$ cat src/rtl/speck_round_ctrl.sv
// Round/key-schedule sequencer for the SPECK datapath: key expansion, cipher rounds, output handshake.
// Optional SPECK_DECRYPT_EN honours the mode input (reverse round-key read order for decrypt).
module speck_round_ctrl #(
    parameter int unsigned ROUNDS = 22,
    parameter int unsigned CNT_W  = 5
) (
    input  logic             clk,
    input  logic             reset_n,
    input  logic             start,
    input  logic             key_new,
    input  logic             mode,
    input  logic             out_ready,
    output logic             ready,
    output logic             busy,
    output logic             key_ld,
    output logic             pt_ld,
    output logic             ks_en,
    output logic             rk_wr,
    output logic             rk_rd,
    output logic [CNT_W-1:0] rk_addr,
    output logic             rnd_en,
    output logic [CNT_W-1:0] rnd_idx,
    output logic             out_valid
);

    localparam logic [CNT_W-1:0] Rounds  = CNT_W'(ROUNDS);
    localparam logic [CNT_W-1:0] LastIdx = CNT_W'(ROUNDS - 1);
    localparam logic [CNT_W-1:0] One     = CNT_W'(1);

    typedef enum logic [2:0] {
        StIdle = 3'd0,
        StLoad = 3'd1,
        StKexp = 3'd2,
        StRun  = 3'd3,
        StDone = 3'd4
    } state_e;

    state_e           state_q, state_d;
    logic [CNT_W-1:0] cnt_q, cnt_d;
    logic             key_ok_q, key_ok_d;
    logic             mode_q, mode_d;
    logic             key_new_q, key_new_d;
    logic             mode_eff;

    logic             ready_d, busy_d, key_ld_d, pt_ld_d, ks_en_d, rk_wr_d, rk_rd_d;
    logic             rnd_en_d, out_valid_d;
    logic [CNT_W-1:0] rk_addr_d, rnd_idx_d;

`ifdef SPECK_DECRYPT_EN
    assign mode_eff = mode;
`else
    logic unused_mode;
    assign unused_mode = mode;
    assign mode_eff    = 1'b0;
`endif

    always_comb begin
        state_d   = state_q;
        cnt_d     = cnt_q;
        key_ok_d  = key_ok_q;
        mode_d    = mode_q;
        key_new_d = key_new_q;
        case (state_q)
            StIdle: begin
                if (start) begin
                    state_d   = StLoad;
                    mode_d    = mode_eff;
                    key_new_d = key_new || !key_ok_q;
                    cnt_d     = '0;
                end
            end
            StLoad: begin
                cnt_d   = '0;
                state_d = key_new_q ? StKexp : StRun;
            end
            StKexp: begin
                if (cnt_q >= LastIdx) begin
                    state_d  = StRun;
                    cnt_d    = '0;
                    key_ok_d = 1'b1;
                end else begin
                    cnt_d = cnt_q + One;
                end
            end
            StRun: begin
                if (cnt_q >= Rounds) begin
                    state_d = StDone;
                    cnt_d   = '0;
                end else begin
                    cnt_d = cnt_q + One;
                end
            end
            StDone: begin
                if (out_ready) state_d = StIdle;
            end
            default: begin
                state_d = StIdle;
                cnt_d   = '0;
            end
        endcase
    end

    // Outputs are decoded from the next state so that the registered copy matches the state.
    always_comb begin
        ready_d     = 1'b0;
        busy_d      = 1'b0;
        key_ld_d    = 1'b0;
        pt_ld_d     = 1'b0;
        ks_en_d     = 1'b0;
        rk_wr_d     = 1'b0;
        rk_rd_d     = 1'b0;
        rk_addr_d   = '0;
        rnd_en_d    = 1'b0;
        rnd_idx_d   = '0;
        out_valid_d = 1'b0;
        case (state_d)
            StIdle: ready_d = 1'b1;
            StLoad: begin
                busy_d   = 1'b1;
                pt_ld_d  = 1'b1;
                key_ld_d = key_new_d;
            end
            StKexp: begin
                busy_d    = 1'b1;
                rk_wr_d   = 1'b1;
                rk_addr_d = cnt_d;
                ks_en_d   = (cnt_d != LastIdx);
            end
            StRun: begin
                busy_d = 1'b1;
                if (cnt_d < Rounds) begin
                    rk_rd_d   = 1'b1;
                    rk_addr_d = mode_d ? (LastIdx - cnt_d) : cnt_d;
                end else begin
                    // Final cycle: hold the last address issued.
                    rk_addr_d = mode_d ? '0 : LastIdx;
                end
                if (cnt_d != '0) begin
                    rnd_en_d  = 1'b1;
                    rnd_idx_d = cnt_d - One;
                end
            end
            StDone: begin
                busy_d      = 1'b1;
                out_valid_d = 1'b1;
            end
            default: ;
        endcase
    end

    always_ff @(posedge clk or negedge reset_n) begin
        if (!reset_n) begin
            state_q   <= StIdle;
            cnt_q     <= '0;
            key_ok_q  <= 1'b0;
            mode_q    <= 1'b0;
            key_new_q <= 1'b0;
            ready     <= 1'b1;
            busy      <= 1'b0;
            key_ld    <= 1'b0;
            pt_ld     <= 1'b0;
            ks_en     <= 1'b0;
            rk_wr     <= 1'b0;
            rk_rd     <= 1'b0;
            rk_addr   <= '0;
            rnd_en    <= 1'b0;
            rnd_idx   <= '0;
            out_valid <= 1'b0;
        end else begin
            state_q   <= state_d;
            cnt_q     <= cnt_d;
            key_ok_q  <= key_ok_d;
            mode_q    <= mode_d;
            key_new_q <= key_new_d;
            ready     <= ready_d;
            busy      <= busy_d;
            key_ld    <= key_ld_d;
            pt_ld     <= pt_ld_d;
            ks_en     <= ks_en_d;
            rk_wr     <= rk_wr_d;
            rk_rd     <= rk_rd_d;
            rk_addr   <= rk_addr_d;
            rnd_en    <= rnd_en_d;
            rnd_idx   <= rnd_idx_d;
            out_valid <= out_valid_d;
        end
    end

endmodule

$ cat config.mk
export PLATFORM = sky130hd
export DESIGN_NAME = speck_round_ctrl
export DESIGN_NICKNAME = d
export VERILOG_FILES = /design/src/rtl/speck_round_ctrl.sv
export SDC_FILE = /design/constraint.sdc
export NUM_CORES = 1
export LEC_CHECK = 0
export CAP_MARGIN = 20
export CORE_MARGIN = 5
export CORE_UTILIZATION = 59
export CTS_BUF_LIST = sky130_fd_sc_hd__clkbuf_4
export CTS_CLUSTER_DIAMETER = 120
export DETAILED_ROUTE_END_ITERATION = 16
export GPL_TIMING_DRIVEN = 0
export PLACE_DENSITY = 0.87
export SYNTH_ARGS = -nofsm -noshare
export SYNTH_HDL_FRONTEND = slang
export SYNTH_SLANG_ARGS = --single-unit
$ cat constraint.sdc
create_clock -name clk -period 4.4 [get_ports clk]
set_clock_uncertainty 0.1 [all_clocks]
set_input_delay 0.88 -clock clk [delete_from_list [all_inputs] [get_ports clk]]
set_output_delay 0.88 -clock clk [all_outputs]
set_load 0.05 [all_outputs]
# ---- Word level (Yosys, flattened, before mapping)
# Cells that the tools add are included.
dict set report totals {
  register_bits 30
  in_bits 6
  elab_cells 69
}
dict set report op_classes {
  n_addsub 3
  n_lt_le_gt_ge 3
  eq_ne 9
  n_mux 31
  n_reduce_logical 7
}
# operator count
set op_table {}
lappend op_table {{5-bit two-way mux} 8}
lappend op_table {{5-bit case mux with 4 select lines} 1}
lappend op_table {{1-bit two-way mux} 16}
lappend op_table {{3-bit case mux with 5 select lines} 1}
lappend op_table {{3-bit by 2-bit equality test with 1-bit output, second input constant} 4}
lappend op_table {{3-bit two-way mux} 4}
lappend op_table {{5-bit greater-or-equal comparator, second input constant} 2}
lappend op_table {{5-bit case mux with 2 select lines} 1}
lappend op_table {{3-bit by 1-bit equality test with 1-bit output, second input constant} 2}
lappend op_table {{3-bit equality test, second input constant} 2}
lappend op_table {{3-bit logical NOT} 2}
lappend op_table {{5-bit by 1-bit adder with 5-bit output, second input constant} 1}
lappend op_table {{5-bit < comparator, second input constant} 1}
lappend op_table {{5-bit inequality test, second input constant} 1}
lappend op_table {{5-bit nonzero test} 1}
lappend op_table {{5-bit by 1-bit subtractor with 5-bit output, second input constant} 1}
lappend op_table {{5-bit subtractor, first input constant} 1}
lappend op_table {{4-bit OR reduction} 1}
lappend op_table {{2-bit AND reduction} 1}
lappend op_table {{1-bit logical NOT} 1}
lappend op_table {{1-bit logical OR} 1}

# ---- Depth between registers and ports, before layout
dict set report depth {
  ltp_word 7
  mapped_depth 11
  ltp_nobuf 11
}

# ---- Least setup slack after synthesis
# OpenSTA, ideal clock, no wires.
dict set report synth_timing {
  path_type {input -> register}
  start {input port start}
  end {register rk_addr[4]}
  setup_time_ns 0.082
  t_arrival_ns 2.366
  required_time_ns 4.218
  path_slack_ns 1.852
  path_stages 7
  n_path_buf 0
  cell_sequence {nand2b_1 > a32oi_1 > o21a_1 > inv_1 > ha_1 > or4_1 > a22oi_2}
}
dict set report synth_between {
  elab_chain_cells 6
}
# element line_no
set synth_lines {}
lappend synth_lines {{start: declaration} 9} ;# input logic start,
lappend synth_lines {{5-bit two-way mux *} 65} ;# if (start) begin
lappend synth_lines {{5-bit case mux with 4 select lines *} 63} ;# case (state_q)
lappend synth_lines {{via cnt_d[1]} 39} ;# logic [CNT_W-1:0] cnt_q, cnt_d;
lappend synth_lines {{5-bit subtractor} 133} ;# rk_addr_d = mode_d ? (LastIdx - cnt_d) : cnt_d;
lappend synth_lines {{5-bit two-way mux} 133}
lappend synth_lines {{5-bit two-way mux *} 131} ;# if (cnt_d < Rounds) begin
lappend synth_lines {{5-bit case mux with 2 select lines *} 116} ;# case (state_d)
lappend synth_lines {{via rk_addr_d[4]} 47} ;# logic [CNT_W-1:0] rk_addr_d, rnd_idx_d;
lappend synth_lines {{end signal: assignment} 182} ;# rk_addr <= rk_addr_d;
lappend synth_lines {{end: declaration} 20} ;# output logic [CNT_W-1:0] rk_addr,
# The timed path passes the listed nets; every way through them passes the cells marked *.
# A chain may end at the register's enable or synchronous reset.

# ---- Final worst setup path
dict set report layout_timing {
  start {input port start}
  end {register rnd_idx[4]}
}
dict set report layout_between {
  elab_chain_cells 5
}
# element line_no
set layout_lines {}
lappend layout_lines {{5-bit two-way mux} 65}
lappend layout_lines {{5-bit case mux with 4 select lines} 63}
lappend layout_lines {{5-bit by 1-bit subtractor with 5-bit output or 5-bit nonzero test (tied branches)} {140, 138}}
lappend layout_lines {{5-bit two-way mux} 138} ;# if (cnt_d != '0) begin
lappend layout_lines {{5-bit two-way mux *} 116}
lappend layout_lines {{via rnd_idx_d[4]} 47}
lappend layout_lines {{end signal: assignment} 184} ;# rnd_idx <= rnd_idx_d;
lappend layout_lines {{end: declaration} 22} ;# output logic [CNT_W-1:0] rnd_idx,
# Marks and branches as above.

==> results.txt <==
outcome -> finished, final reports clean
Chip Height -> 61.57 um
unrepaired setup endpoints after global routing -> no
Multi-input gate area -> 747.0 um^2
Worst Setup Start Kind -> input port
Pins Over Slew Limit -> 0
CTS Sinks -> 30
row cnt -> 18
worst slew pin tran -> 0.9523 ns
required time worst endpoint -> 4.50 ns
Worst Path Max Fanout -> 6
htree depth -> 2
register clock-pin slew on the reported worst setup and hold paths -> 0.09 ns
1st-pass router iterations -> 4
fin cells -> 216
Avg Inst Size Synth -> 10.19 um^2
cell count after synthesis -> 154
sequential area share after synthesis -> 47.93%
I/O pin count -> 25
Synth Net Count -> 169
crit-path cells -> clkdlybuf4s50_1, nand2b_1, nand3_1, a21boi_0, ha_1, nand2_1, o31ai_1, nor2_1
Die ar. -> 3791 um^2
fmax -> 317.3 MHz
fin nets -> 200
period utilization -> 71.62%
Register Area -> 752.0 um^2
Yosys reg bits -> 30
DR iter-0 viols -> 43
fillers -> 165
gr usage total -> 22.63%
CTS tree -> built
Post-CTS Setup Inserts -> 0
Crit-path slowest cell -> o31ai_1
placed cells -> 208
DR vias/cell -> 6.005
Core ar. -> 2500 um^2
Resize count post-CTS -> 0
slew margin rel. -> 35.69%
Hold Crit Depth -> 1
# diodes -> 0
EDFF count, synth -> 0
Final min period -> 3.151 ns
distinct cell type count of the synthesized netlist -> 41
setup TNS -> 0 ns
final hold vios -> 0
drt drc -> 0
Ys Warns -> 0
Min-Delay Path Class -> flop to flop
largest net degree at the start of global routing -> 19
later-pin clock latency in the skew report -> 0.34 ns
total CTS buffers -> 5
simple-gate share of the synthesized area -> 16.19%
Bufs and invs on worst path -> 1
Final GP Congestion -> 0.8872
clock root buffer -> clkbuf_4
Total Wirelength -> 3524 um
initial antenna violation count -> 0
async set-reset flop share out of synthesis -> 100.0%
via count -> 1,297
XOR/XNOR Fraction of Synth Area -> 3.349%
Initial Util -> 62.76%
proportion of layout cells with a drive suffix above 1 -> 8.602%
Clock Path Buffers -> 2
crit path DAT -> 3.25 ns
Synth Flop Type -> dfrtp_1
total grt overflow -> 0
Die W -> 61.57 um
critical path type -> input port to flop
max-capacitance violation count -> 0
post-synthesis mux area share -> 0%
combinational family with the most area after synthesis -> compound AO/OA/AOI/OAI gates
number of global-route vias before repair -> 1,332
Crit path depth -> 8
crit path capture type -> flop
wire length per cell -> 16.31 um
dominant delay contributor by cell family on the critical path -> compound AO/OA/AOI/OAI gates
adder-cell area share of the yosys netlist -> 7.177%
Compound-Gate Fraction of Synth Area -> 20.89%
reg2reg path depth -> 10
first-pass GRT wire length -> 6134 um
slowest stage delay, CP -> 0.62 ns
endpoints failing setup -> 0
cts hold-fix bufs -> 0
dpl hpwl -> 2666 um
Port Buffers -> 23
Routed Antenna Nets -> 0
post-synthesis cell area -> 1569 um^2
P&R area growth vs syn -> 22.25%
synth_stat cells, types with 2 or more instances:
library cell | number | share of area, %
nand2b_1 | 6 | 2.4
xnor2_1 | 4 | 2.2
o21a_1 | 2 | 0.96
buf_2 | 2 | 0.64
ha_1 | 9 | 7.2
nand2_1 | 13 | 3.1
nand3_1 | 7 | 2.2
xor2_1 | 2 | 1.1
o211ai_1 | 5 | 2.4
nor3_1 | 3 | 0.96
a21boi_0 | 3 | 1.4
or4_1 | 2 | 0.96
o21ai_0 | 5 | 1.6
nor2_1 | 9 | 2.2
o41a_1 | 2 | 1.4
a32oi_1 | 2 | 1.1
o31ai_1 | 3 | 1.4
clkbuf_1 | 2 | 0.48
nor2b_1 | 3 | 1.2
inv_1 | 14 | 3.3
a21oi_1 | 6 | 1.9
a21o_1 | 2 | 0.96
dfrtp_1 | 29 | 46
nor3b_1 | 2 | 0.96
registers in the layout, indices dropped and copies added (netlist names), 3 cells and up:
signal,count
state_q,3
rnd_idx,5
rk_addr,5
cnt_q,5
cell type report:
type | instances | area share [%]
inverters | 14 | 2.740
well taps | 30 | 1.957
plain buffers | 4 | 0.9132
clock buffers | 5 | 1.957
flip-flops and latches | 30 | 39.20
repair buffers | 24 | 13.44
multi-input cells | 106 | 38.94
clock inverters | 3 | 0.8480
path summary, 6_finish.rpt:
path,from,end,slack (ns)
max,start,rnd_idx[4],1.25
min,key_ok_q,key_ld,0.39
max reg2reg,cnt_q[1],rnd_idx[4],1.35
min reg2reg,key_ok_q,key_ld,0.39
max in group asynchronous,reset_n,ready,2.74
min in group asynchronous,reset_n,cnt_q[2],0.86
layer usage:
layer / track usage [%] / vias up / wire length, um
li1: - / 605 / -
met1: 27.71 / 632 / 1450
met2: 37.52 / 49 / 1766
met3: 6.499 / 11 / 219
met4: 9.091 / 0 / 88
met5: 0 / - / 0
logic make-up (layout without fill, tap and decap cells):
group,Yosys count,after routing
xor+xnor,6,6
buf+inv,18,50
simple gates,50,50
flops,30,30
fa+ha+maj,9,9
compound gates,41,41
metrics by stage:
step | hold slack (ns) | util, % | setup slack (ns) | instance area [um^2]
after detailed placement | 0.3749 | 74.57 | 0.8600 | 1864
final | 0.3853 | 76.73 | 1.249 | 1918
after global routing | 0.4110 | 76.73 | 1.033 | 1918
after floorplan | 0.3279 | - | 1.852 | 1569
after CTS | 0.3909 | 76.73 | 1.219 | 1918
after global placement | 0.3471 | 73.47 | 1.015 | 1837
layout by cell type (no fill, tap or decap), drive strengths merged, types with 4 or more instances in the layout:
master	n
a21oi	6
clkbuf	7
clkdlybuf4s50	23
dfrtp	29
ha	9
inv	14
nand2	13
nand2b	6
nand3	7
nor2	9
o211ai	5
o21ai	7
xnor2	4
Power is not shown: default switching activity piles up to over one toggle a cycle in this logic, so the estimate is an artifact.
